## config.mk

```make
export PLATFORM = sky130hd
export DESIGN_NAME = ex_stage
export DESIGN_NICKNAME = d
export VERILOG_FILES = /design/src/rtl/ex_stage.sv
export SDC_FILE = /design/constraint.sdc
export NUM_CORES = 1
export LEC_CHECK = 0
export BUFFER_PORTS_ARGS = -buffer_cell sky130_fd_sc_hd__buf_4
export CORE_MARGIN = 10
export CORE_UTILIZATION = 40
export DETAILED_ROUTE_END_ITERATION = 10
export SLEW_MARGIN = 5
export SYNTH_ARGS = -nofsm -noshare
export SYNTH_HDL_FRONTEND = slang
export SYNTH_SLANG_ARGS = --single-unit
```

## constraint.sdc

```tcl
create_clock -name clk -period 7.6 [get_ports clk]
set_input_delay 0.76 -clock clk [delete_from_list [all_inputs] [get_ports clk]]
set_output_delay 0.76 -clock clk [all_outputs]
set_load 0.01 [all_outputs]
```

## src/rtl/ex_stage.sv

```systemverilog
// ex_stage: execute stage of the 5-stage pipeline. Single-cycle logic/shift/arith/link
//   results are combinational from the ex_* inputs (zero added latency); DIV/DIVU run a
//   32-iteration restoring divider writing HI/LO.
// Backpressure: stallreq_o holds the pipeline while a divide is in progress; the
//   ID/EX register keeps ex_* stable until the END cycle.
//
// Ports:
//   clk, reset_n           clock and asynchronous active-low reset
//   ex_alusel, ex_aluop    operation class and operation within class
//   ex_reg1_data/reg2_data operands (reg1[4:0] is the shift amount, reg2 is shifted)
//   ex_we, ex_waddr        GPR write enable / destination from ID
//   ex_link_address        return address for jump/branch-and-link
//   ex_is_in_delayslot     delay-slot flag, forwarded as is_in_delayslot_o
//   wb_wdata/wb_we/wb_waddr GPR write to EX/MEM
//   hi_o, lo_o, whilo_o    HI/LO result and write strobe (divider END cycle only)
//   stallreq_o             stall request to pipeline control
//
// Optional feature macro: EX_OVERFLOW_EN -- signed overflow on ADD/SUB suppresses wb_we.

module ex_stage #(
  parameter int DIV_CYCLES = 32  // only 32 is supported
) (
  input  logic        clk,
  input  logic        reset_n,
  input  logic [2:0]  ex_alusel,
  input  logic [7:0]  ex_aluop,
  input  logic [31:0] ex_reg1_data,
  input  logic [31:0] ex_reg2_data,
  input  logic        ex_we,
  input  logic [4:0]  ex_waddr,
  input  logic [31:0] ex_link_address,
  input  logic        ex_is_in_delayslot,
  output logic [31:0] wb_wdata,
  output logic        wb_we,
  output logic [4:0]  wb_waddr,
  output logic [31:0] hi_o,
  output logic [31:0] lo_o,
  output logic        whilo_o,
  output logic        stallreq_o,
  output logic        is_in_delayslot_o
);

  localparam logic [2:0] SEL_LOGIC = 3'b001;
  localparam logic [2:0] SEL_SHIFT = 3'b010;
  localparam logic [2:0] SEL_DIV   = 3'b011;
  localparam logic [2:0] SEL_ARITH = 3'b100;
  localparam logic [2:0] SEL_JB    = 3'b110;

  localparam logic [7:0] OP_AND  = 8'h24;
  localparam logic [7:0] OP_OR   = 8'h25;
  localparam logic [7:0] OP_XOR  = 8'h26;
  localparam logic [7:0] OP_NOR  = 8'h27;
  localparam logic [7:0] OP_SLL  = 8'h7C;
  localparam logic [7:0] OP_SRL  = 8'h02;
  localparam logic [7:0] OP_SRA  = 8'h03;
  localparam logic [7:0] OP_ADD  = 8'h20;
  localparam logic [7:0] OP_ADDU = 8'h21;
  localparam logic [7:0] OP_SUB  = 8'h22;
  localparam logic [7:0] OP_SUBU = 8'h23;
  localparam logic [7:0] OP_SLT  = 8'h2A;
  localparam logic [7:0] OP_SLTU = 8'h2B;
  localparam logic [7:0] OP_DIV  = 8'h1A;
  localparam logic [7:0] OP_DIVU = 8'h1B;

  localparam logic [4:0] LAST_ITER = 5'(DIV_CYCLES - 1);

  typedef enum logic [1:0] {
    S_IDLE = 2'd0,
    S_DBZ  = 2'd1,
    S_ON   = 2'd2,
    S_END  = 2'd3
  } div_state_t;

  div_state_t  state, state_nxt;
  logic [4:0]  cnt;
  logic [63:0] pr;        // partial remainder (upper) / dividend-then-quotient (lower)
  logic [31:0] dvs;       // divisor magnitude
  logic        neg_quo;
  logic        neg_rem;
  logic [31:0] quo;
  logic [31:0] rem;

  logic        div_op;
  logic        div_signed;
  logic        r1_neg;
  logic        r2_neg;
  logic [31:0] r1_mag;
  logic [31:0] r2_mag;
  logic [63:0] rem_sh;
  logic [32:0] trial;
  logic [63:0] pr_nxt;

  logic [31:0] sum;
  logic [31:0] diff;
  logic        slt;
  logic        sltu;
  logic        ovf;
  logic [31:0] alu_res;

  assign div_op     = (ex_alusel == SEL_DIV) && (ex_aluop == OP_DIV || ex_aluop == OP_DIVU);
  assign div_signed = (ex_aluop == OP_DIV);
  assign r1_neg     = div_signed & ex_reg1_data[31];
  assign r2_neg     = div_signed & ex_reg2_data[31];
  assign r1_mag     = r1_neg ? (~ex_reg1_data + 32'd1) : ex_reg1_data;
  assign r2_mag     = r2_neg ? (~ex_reg2_data + 32'd1) : ex_reg2_data;

  // One restoring step: shift left, try subtracting the divisor from the upper half;
  // on success keep the difference and shift a 1 into the quotient.
  assign rem_sh = {pr[62:0], 1'b0};
  assign trial  = {1'b0, rem_sh[63:32]} - {1'b0, dvs};
  assign pr_nxt = trial[32] ? rem_sh : {trial[31:0], rem_sh[31:1], 1'b1};

  // State register
  always_ff @(posedge clk or negedge reset_n) begin
    if (!reset_n) state <= S_IDLE;
    else          state <= state_nxt;
  end

  // Next-state logic
  always_comb begin
    state_nxt = state;
    case (state)
      S_IDLE:  if (div_op) state_nxt = (ex_reg2_data == 32'd0) ? S_DBZ : S_ON;
      S_DBZ:   state_nxt = S_END;
      S_ON:    if (cnt == LAST_ITER) state_nxt = S_END;
      S_END:   state_nxt = S_IDLE;
      default: state_nxt = S_IDLE;
    endcase
  end

  // Divider datapath; operands and signs are captured at start so mid-divide input
  // changes cannot corrupt the result.
  always_ff @(posedge clk or negedge reset_n) begin
    if (!reset_n) begin
      cnt     <= '0;
      pr      <= '0;
      dvs     <= '0;
      neg_quo <= 1'b0;
      neg_rem <= 1'b0;
      quo     <= '0;
      rem     <= '0;
    end else begin
      case (state)
        S_IDLE: begin
          if (div_op && ex_reg2_data != 32'd0) begin
            pr      <= {32'd0, r1_mag};
            dvs     <= r2_mag;
            neg_quo <= r1_neg ^ r2_neg;
            neg_rem <= r1_neg;
            cnt     <= '0;
          end
        end
        S_DBZ: begin
          quo <= '0;
          rem <= '0;
        end
        S_ON: begin
          pr  <= pr_nxt;
          cnt <= cnt + 5'd1;
          if (cnt == LAST_ITER) begin
            quo <= neg_quo ? (~pr_nxt[31:0] + 32'd1) : pr_nxt[31:0];
            rem <= neg_rem ? (~pr_nxt[63:32] + 32'd1) : pr_nxt[63:32];
          end
        end
        default: ;
      endcase
    end
  end

  // Single-cycle ALU
  assign sum  = ex_reg1_data + ex_reg2_data;
  assign diff = ex_reg1_data - ex_reg2_data;
  assign slt  = $signed(ex_reg1_data) < $signed(ex_reg2_data);
  assign sltu = ex_reg1_data < ex_reg2_data;

`ifdef EX_OVERFLOW_EN
  // Overflow when the result sign differs from operand 1 under same-sign add or
  // different-sign subtract.
  assign ovf = (ex_alusel == SEL_ARITH) &&
               (((ex_aluop == OP_ADD) && (ex_reg1_data[31] == ex_reg2_data[31]) &&
                 (sum[31] != ex_reg1_data[31])) ||
                ((ex_aluop == OP_SUB) && (ex_reg1_data[31] != ex_reg2_data[31]) &&
                 (diff[31] != ex_reg1_data[31])));
`else
  assign ovf = 1'b0;
`endif

  always_comb begin
    alu_res = '0;
    case (ex_alusel)
      SEL_LOGIC: begin
        case (ex_aluop)
          OP_AND:  alu_res = ex_reg1_data & ex_reg2_data;
          OP_OR:   alu_res = ex_reg1_data | ex_reg2_data;
          OP_XOR:  alu_res = ex_reg1_data ^ ex_reg2_data;
          OP_NOR:  alu_res = ~(ex_reg1_data | ex_reg2_data);
          default: alu_res = '0;
        endcase
      end
      SEL_SHIFT: begin
        case (ex_aluop)
          OP_SLL:  alu_res = ex_reg2_data << ex_reg1_data[4:0];
          OP_SRL:  alu_res = ex_reg2_data >> ex_reg1_data[4:0];
          OP_SRA:  alu_res = $unsigned($signed(ex_reg2_data) >>> ex_reg1_data[4:0]);
          default: alu_res = '0;
        endcase
      end
      SEL_ARITH: begin
        case (ex_aluop)
          OP_ADD, OP_ADDU: alu_res = sum;
          OP_SUB, OP_SUBU: alu_res = diff;
          OP_SLT:          alu_res = {31'd0, slt};
          OP_SLTU:         alu_res = {31'd0, sltu};
          default:         alu_res = '0;
        endcase
      end
      SEL_JB:  alu_res = ex_link_address;
      default: alu_res = '0;
    endcase
  end

  // Output stage; every output is held at zero while reset is asserted.
  always_comb begin
    wb_wdata          = '0;
    wb_we             = 1'b0;
    wb_waddr          = '0;
    hi_o              = '0;
    lo_o              = '0;
    whilo_o           = 1'b0;
    stallreq_o        = 1'b0;
    is_in_delayslot_o = 1'b0;
    if (reset_n) begin
      wb_wdata          = alu_res;
      wb_we             = ex_we & ~div_op & ~ovf;
      wb_waddr          = ex_waddr;
      is_in_delayslot_o = ex_is_in_delayslot;
      stallreq_o        = div_op && (state != S_END);
      if (state == S_END) begin
        whilo_o = 1'b1;
        lo_o    = quo;
        hi_o    = rem;
      end
    end
  end

endmodule

```

==> results.md, run 1 <==
* Status: complete, no violations
* Pwr dens at 181 mW/mm²
* CP max FO at 50
* Gate power share at 0.505
* Worst VDD drop at 0.000156 V
* Leak pwr at 10.7 nW
* WP data required at 6.84 ns
* Die height at 252 µm
* Most frequent cells in the layout: nand2_1, o21ai_0, nor2_1, buf_4, a21oi_1
* Slowest CP cell: ha_1
* Final GP Congestion at 1.04
* CP peak stage delay at 0.53 ns
* Crit-path cells: buf_4 > inv_1 > ha_1 > nor4_1 > a21oi_1 > a31oi_1 > o211a_1 > o21ai_0 > a21oi_1 > a2111oi_0 > o41ai_1 > xnor2_1 > o22ai_1 > buf_4
* Top cell type's share of synthesized area at 0.195
* Final Hold Vio Count at 0
* FFs w/ async S/R, synth at 1.00
* Detailed Route WL at 97,900 µm
* Multi-input gate area at 0.0160 mm²
* Mapped Cells at 3,022
* Area Growth Syn to Fin at 12.3%
* Worst Setup Start Kind: input pin
* Post-route setup TNS at 0 ns
* Slew HR at 0.190
* Layout Skew at 0.0153 ns
* RSZ-0062 raised after global routing: false
* TritonCTS buffer count at 17
* Switching share of power at 0.461
* H-tree depth at 4
* Vias post-DR at 23,800
* ANT nets after route at 0
* Netlist cell types at 94
* Internal power at 2.36 mW
* Most common cell after layout, fill and taps aside: nand2_1
* CTS tree: done
* Crit path kind: input pin to output port
* Util after Layout at 0.451
* Main flop type after synthesis: dfrtp_1
* Vias in the first global route at 22,400
* Max-cap viol count at 0
* Clk Latency, worst-skew pair at 0.45 ns
* Top Family by Delay on Critical Path: compound AO/OA/AOI/OAI gates
* Core Area at 0.0536 mm²
* Row count at 85
* Share of layout cells above drive strength 1 at 0.115
* Avg Inst Size Synth at 7.13 µm²
* DRT Pass-1 Iters at 6
* Hold Path Class: input pin to asynchronous set/reset pin
* CP arrival at 5.32 ns
* Post CTS Setup Buffer Count at 0
* Clk sink count at 168
* # IOs at 221
* Post-synth EDFFs at 0
* Final HPWL DP at 77,000 µm
* Largest net degree at the start of global routing at 194
* Clock transition at path regs at 0.07 ns
* Part of the cycle the worst path needs at 0.800
* Worst Path Buf+Inv at 3
* DR WL/cell at 25.9 µm
* Area leader, netlist: dfrtp_1
* Total grt overflow at 0
* Post-CTS Resized at 0
* Number of antenna violations at the first check in global routing at 3
* Fmax at 164 MHz
* Mapped Area at 0.0216 mm²
* Synth Warn # at 0
* Seq pwr share at 0.278
* Hold_buf cts at 0
* Max-slew violation count at 0
* Top post-synthesis cells by area: dfrtp_1, ha_1, o21ai_0, nand2_1, a21oi_1
* # DRC at 0
* ANT cells at 0
* Port Buffers at 220
* Worst r2r src: pr[31]$_DFFE_PN0P_
* Chip Width at 252 µm
* Register bit total from synthesis at 168
* Clk buf depth at 2
* Clk pwr share at 0.217
* Syn Nets at 3,281
* Storage element area at 0.00420 mm²
* Worst Max-Slew Pin Slew at 1.20 ns
* First-pass GRT wire length at 146,000 µm
* Critical Path Source: ex_reg1_data[4]
* # setup viols final at 0
* Switching Power at 2.01 mW
* Starting Density at 0.402
* Number of vias per cell at 6.27
* FILL cells at 5,627
* Final net count at 3,336
* 1st-iter DRT viols at 2,340
* CTS Root Cell: clkbuf_16
* Total Routing Usage GR at 0.298
* Seq/Total Area, Yosys at 0.195
* Min Clock Period, post-route at 6.08 ns
* CP endpoint kind: output port
* Die area at 0.0636 mm²
## registers in the layout, summed over array words and instances (netlist names)
name     cells
pr          63
neg_rem      1
state        2
rem         32
neg_quo      1
cnt          5
quo         32
dvs         32
## synth_stat cells (23+ instances only)
master    count
o21a_1       23
buf_1        34
o22ai_1      58
or3_1        23
o21ai_0     326
nand2_1     345
xnor2_1     142
nand3_1      40
a211oi_1     38
inv_1       150
nand4_1      24
xor2_1       45
dfrtp_1     168
nor3_1       45
a31oi_1      39
clkbuf_1    166
o31ai_1      41
a21oi_1     252
mux2i_1     108
a21o_1       27
and3_1       81
o211ai_1     29
nor4_1       26
nor2_1      291
nand2b_1     36
ha_1        140
## logic make-up (layout without fill, tap and decap cells)
logic type,count (synthesis),count (layout),synth area share
multiplexers,124,124,0.0632
XOR/XNOR,187,187,0.0760
AO/OA/AOI/OAI,1039,1039,0.303
adder cells (fa/ha/maj),143,143,0.0841
buffers and inverters,373,441,0.0664
flip-flops,168,168,0.195
AND/OR/NAND/NOR,988,988,0.212
## stage by stage
| step | instances | hold WS, ns | power [mW] | area, µm² | setup WS (ns) |
|---|---|---|---|---|---|
| 2_1_floorplan | 3022 | 0.441 | 2.73 | 21600 | 2.33 |
| 3_3_place_gp | 3754 | 0.456 | 3.37 | 23600 | 1.72 |
| 3_5_place_dp | 3754 | 0.466 | 3.40 | 23600 | 1.69 |
| 4_1_cts | 3786 | 0.261 | 4.36 | 24200 | 1.67 |
| 5_1_grt | 3786 | 0.264 | 4.67 | 24200 | 1.28 |
| 6_report | 3786 | 0.249 | 4.37 | 24200 | 1.52 |
## power by group through the flow
stage | Combinational, mW | Clock, mW | Sequential (mW)
after CTS | 2.19 | 0.964 | 1.20
after floorplan | 1.60 | 0 | 1.13
after global routing | 2.44 | 0.996 | 1.23
final | 2.21 | 0.949 | 1.21
after detailed placement | 2.18 | 0 | 1.22
after global placement | 2.16 | 0 | 1.22
## layer usage
metal | wire, µm | vias to the layer above | global-route usage
met3 | 7270 | 159 | 0.0428
met5 | 36 | - | 0
met2 | 43400 | 1054 | 0.468
li1 | - | 11000 | -
met1 | 43500 | 11500 | 0.406
met4 | 3660 | 6 | 0.110
## area by class of cell
| type | count | area share |
|---|---|---|
| Sequential cell | 168 | 0.174 |
| Timing Repair Buffer | 256 | 0.0802 |
| Clock inverter | 14 | 0.00771 |
| Clock buffer | 18 | 0.0182 |
| Multi-Input combinational cell | 2481 | 0.660 |
| Tap cell | 696 | 0.0360 |
| Inverter | 153 | 0.0237 |
## path summary, 6_finish.rpt
path | endpoint | slack (ns) | depth (start not counted)
max in group asynchronous | pr[9]$_DFFE_PN0P_ | 6.06 | 2
worst max register to register | rem[28]$_DFFE_PN0P_ | 1.99 | 19
min in group clk | quo[23]$_DFFE_PN0P_ | 0.48 | 2
worst min-delay path | rem[21]$_DFFE_PN0P_ | 0.25 | 1
worst min register to register | quo[23]$_DFFE_PN0P_ | 0.48 | 2
worst max-delay path | wb_wdata[29] | 1.52 | 14
(Power assumes the default switching activity.)
==> run 2: changes to the inputs <==
Clock period 7.6 ns to 5.1 ns, I/O delays scaled along.
==> results.md, run 2 (synthesis gave the netlist of run 1 again) <==
* Die area at 0.0636 mm²
* Clock transition at path regs at 0.08 ns
* Slew HR at 0.329
* FILL cells at 5,509
* Total Power at 6.59 mW
* Starting Density at 0.402
* Fmax at 206 MHz
* Worst r2r src: pr[31]$_DFFE_PN0P_
* # setup viols final at 0
* Detailed Route WL at 101,000 µm
* Final GP Congestion at 1.04
* Min Clock Period, post-route at 4.86 ns
* Dpl cell area at 0.0242 mm²
* Most common cell after layout, fill and taps aside: nand2_1
* Most frequent cells in the layout: nand2_1, buf_4, o21ai_0, nor2_1, a21oi_1
* R2R depth at 19
* Worst R2R Setup Slack at 0.24 ns
* Total Routing Usage GR at 0.307
* Final worst slack at 0.244 ns
* Port Buffers at 220
* Critical path destination: rem[26]$_DFFE_PN0P_
* Storage element area at 0.00420 mm²
* Crit path kind: flip-flop to flip-flop
* Total grt overflow at 0
* Levels on crit path at 19
* Placed insts at 3,833
* Number of antenna violations at the first check in global routing at 4
* Switching share of power at 0.468
* H-tree depth at 4
* Vias post-DR at 24,300
* Die height at 252 µm
* Top Family by Delay on Critical Path: compound AO/OA/AOI/OAI gates
* # IOs at 221
* Hold Path Class: input pin to asynchronous set/reset pin
* 1st-iter DRT viols at 2,547
* CP endpoint kind: flip-flop
* Row count at 85
* # DRC at 0
* Max reg flops at 63
* Seq pwr share at 0.279
* Top cell by count, worst path: o21ai_1
* FF-to-FF End: rem[26]$_DFFE_PN0P_
* Max-cap viol count at 0
* Crit-path cells: inv_1 > ha_1 > fa_1 > nand2b_4 > a21oi_4 > o21ai_2 > o211a_4 > o21ai_4 > nand2_1 > o21ai_1 > ha_2 > or4b_2 > nor3b_2 > mux2i_1 > a2111o_1 > buf_4 > o31ai_1 > xnor2_1 > o21ai_1
* Final Hold Vio Count at 0
* Worst Path Buf+Inv at 2
* Vias in the first global route at 23,500
* Place WS at 0.116 ns
* Final net count at 3,418
* First-pass GRT wire length at 151,000 µm
* Worst Max-Slew Pin Slew at 1.00 ns
* Non-filler instance count after layout at 3,869
* Part of the cycle the worst path needs at 0.952
* Layout Skew at 0.0131 ns
* Gate power share at 0.523
* DRT Pass-1 Iters at 9
* CTS Root Cell: clkbuf_16
* CTS tree: done
* Largest net degree at the start of global routing at 92
* Core Area at 0.0536 mm²
* Slowest CP cell: or4b_2
* Leak pwr at 11.1 nW
* CP max FO at 6
* Clk sink count at 168
* Pwr dens at 266 mW/mm²
* Worst VDD drop at 0.000260 V
* Most flops, register: pr
* ANT nets after route at 0
* Switching Power at 3.08 mW
* Multi-input gate area at 0.0160 mm²
* Max-slew violation count at 0
* Chip Width at 252 µm
* TritonCTS buffer count at 17
* DR WL/cell at 26.0 µm
* Share of layout cells above drive strength 1 at 0.140
* Final HPWL DP at 79,600 µm
* CP peak stage delay at 0.63 ns
* Clk pwr share at 0.199
* Clk buf depth at 2
* Number of vias per cell at 6.28
* Worst Setup Start Kind: flip-flop
* Internal power at 3.51 mW
* Fin area at 0.0248 mm²
* Area Growth Syn to Fin at 15.1%
* Clk Latency, worst-skew pair at 0.46 ns
* Status: complete, no violations
* CP arrival at 5.17 ns
* WP data required at 5.41 ns
* Critical Path Source: pr[31]$_DFFE_PN0P_
==> run 2: area by class of cell <==
class	count	share of cell area
flip-flops and latches	168	0.169
clock inverters	14	0.00580
well taps	696	0.0351
inverters	153	0.0231
clock buffers	18	0.0173
diodes	1	0.000101
repair buffers	338	0.104
multi-input cells	2481	0.646
==> run 2: power groups by stage <==
stage               Combinational [mW]  Clock (mW)  Sequential, mW
floorplan                         2.39           0            1.68
global placement                  3.34           0            1.83
detailed placement                3.37           0            1.84
CTS                               3.38        1.34            1.82
global route                      3.79        1.38            1.86
finish                            3.45        1.31            1.84
==> run 2: what timing repair did <==
| item | in CTS | in global routing |
|---|---|---|
| buffers inserted | 0 | 3 |
| resized for setup | 0 | 12 |
| endpoints found under the setup margin | 0 | 6 |
| hold buffers | 0 | 0 |
==> run 2: how the worst min path moves through the flow <==
stage | startpoint | end | slack, ns | depth (start not counted)
2_1_floorplan | reset_n | cnt[0]$_DFFE_PN0P_ | 0.21 | 0
4_1_cts | reset_n | pr[60]$_DFFE_PN0P_ | 0.01 | 1
3_5_place_dp | quo[29]$_DFFE_PN0P_ | quo[29]$_DFFE_PN0P_ | 0.46 | 2
6_report | reset_n | pr[60]$_DFFE_PN0P_ | 0.03 | 1
5_1_grt | reset_n | pr[60]$_DFFE_PN0P_ | 0.04 | 1
3_3_place_gp | quo[19]$_DFFE_PN0P_ | quo[19]$_DFFE_PN0P_ | 0.46 | 2
==> run 2: per-layer routing <==
metal | routed length, µm | part of all wire | GRT usage
met1 | 42100 | 0.42 | 0.394
met2 | 45200 | 0.45 | 0.492
met3 | 8170 | 0.081 | 0.0537
met4 | 5000 | 0.050 | 0.145
met5 | 40 | 0.00040 | 0
==> run 2: per-stage QoR <==
| step | hold slack (ns) | util | TNS, ns |
|---|---|---|---|
| 4_1_cts | 0.0119 | 0.462 | 0 |
| 6_report | 0.0262 | 0.463 | 0 |
| 3_3_place_gp | 0.458 | 0.451 | 0 |
| 5_1_grt | 0.0370 | 0.463 | -0.0511 |
| 3_5_place_dp | 0.463 | 0.451 | 0 |
| 2_1_floorplan | 0.214 | - | 0 |
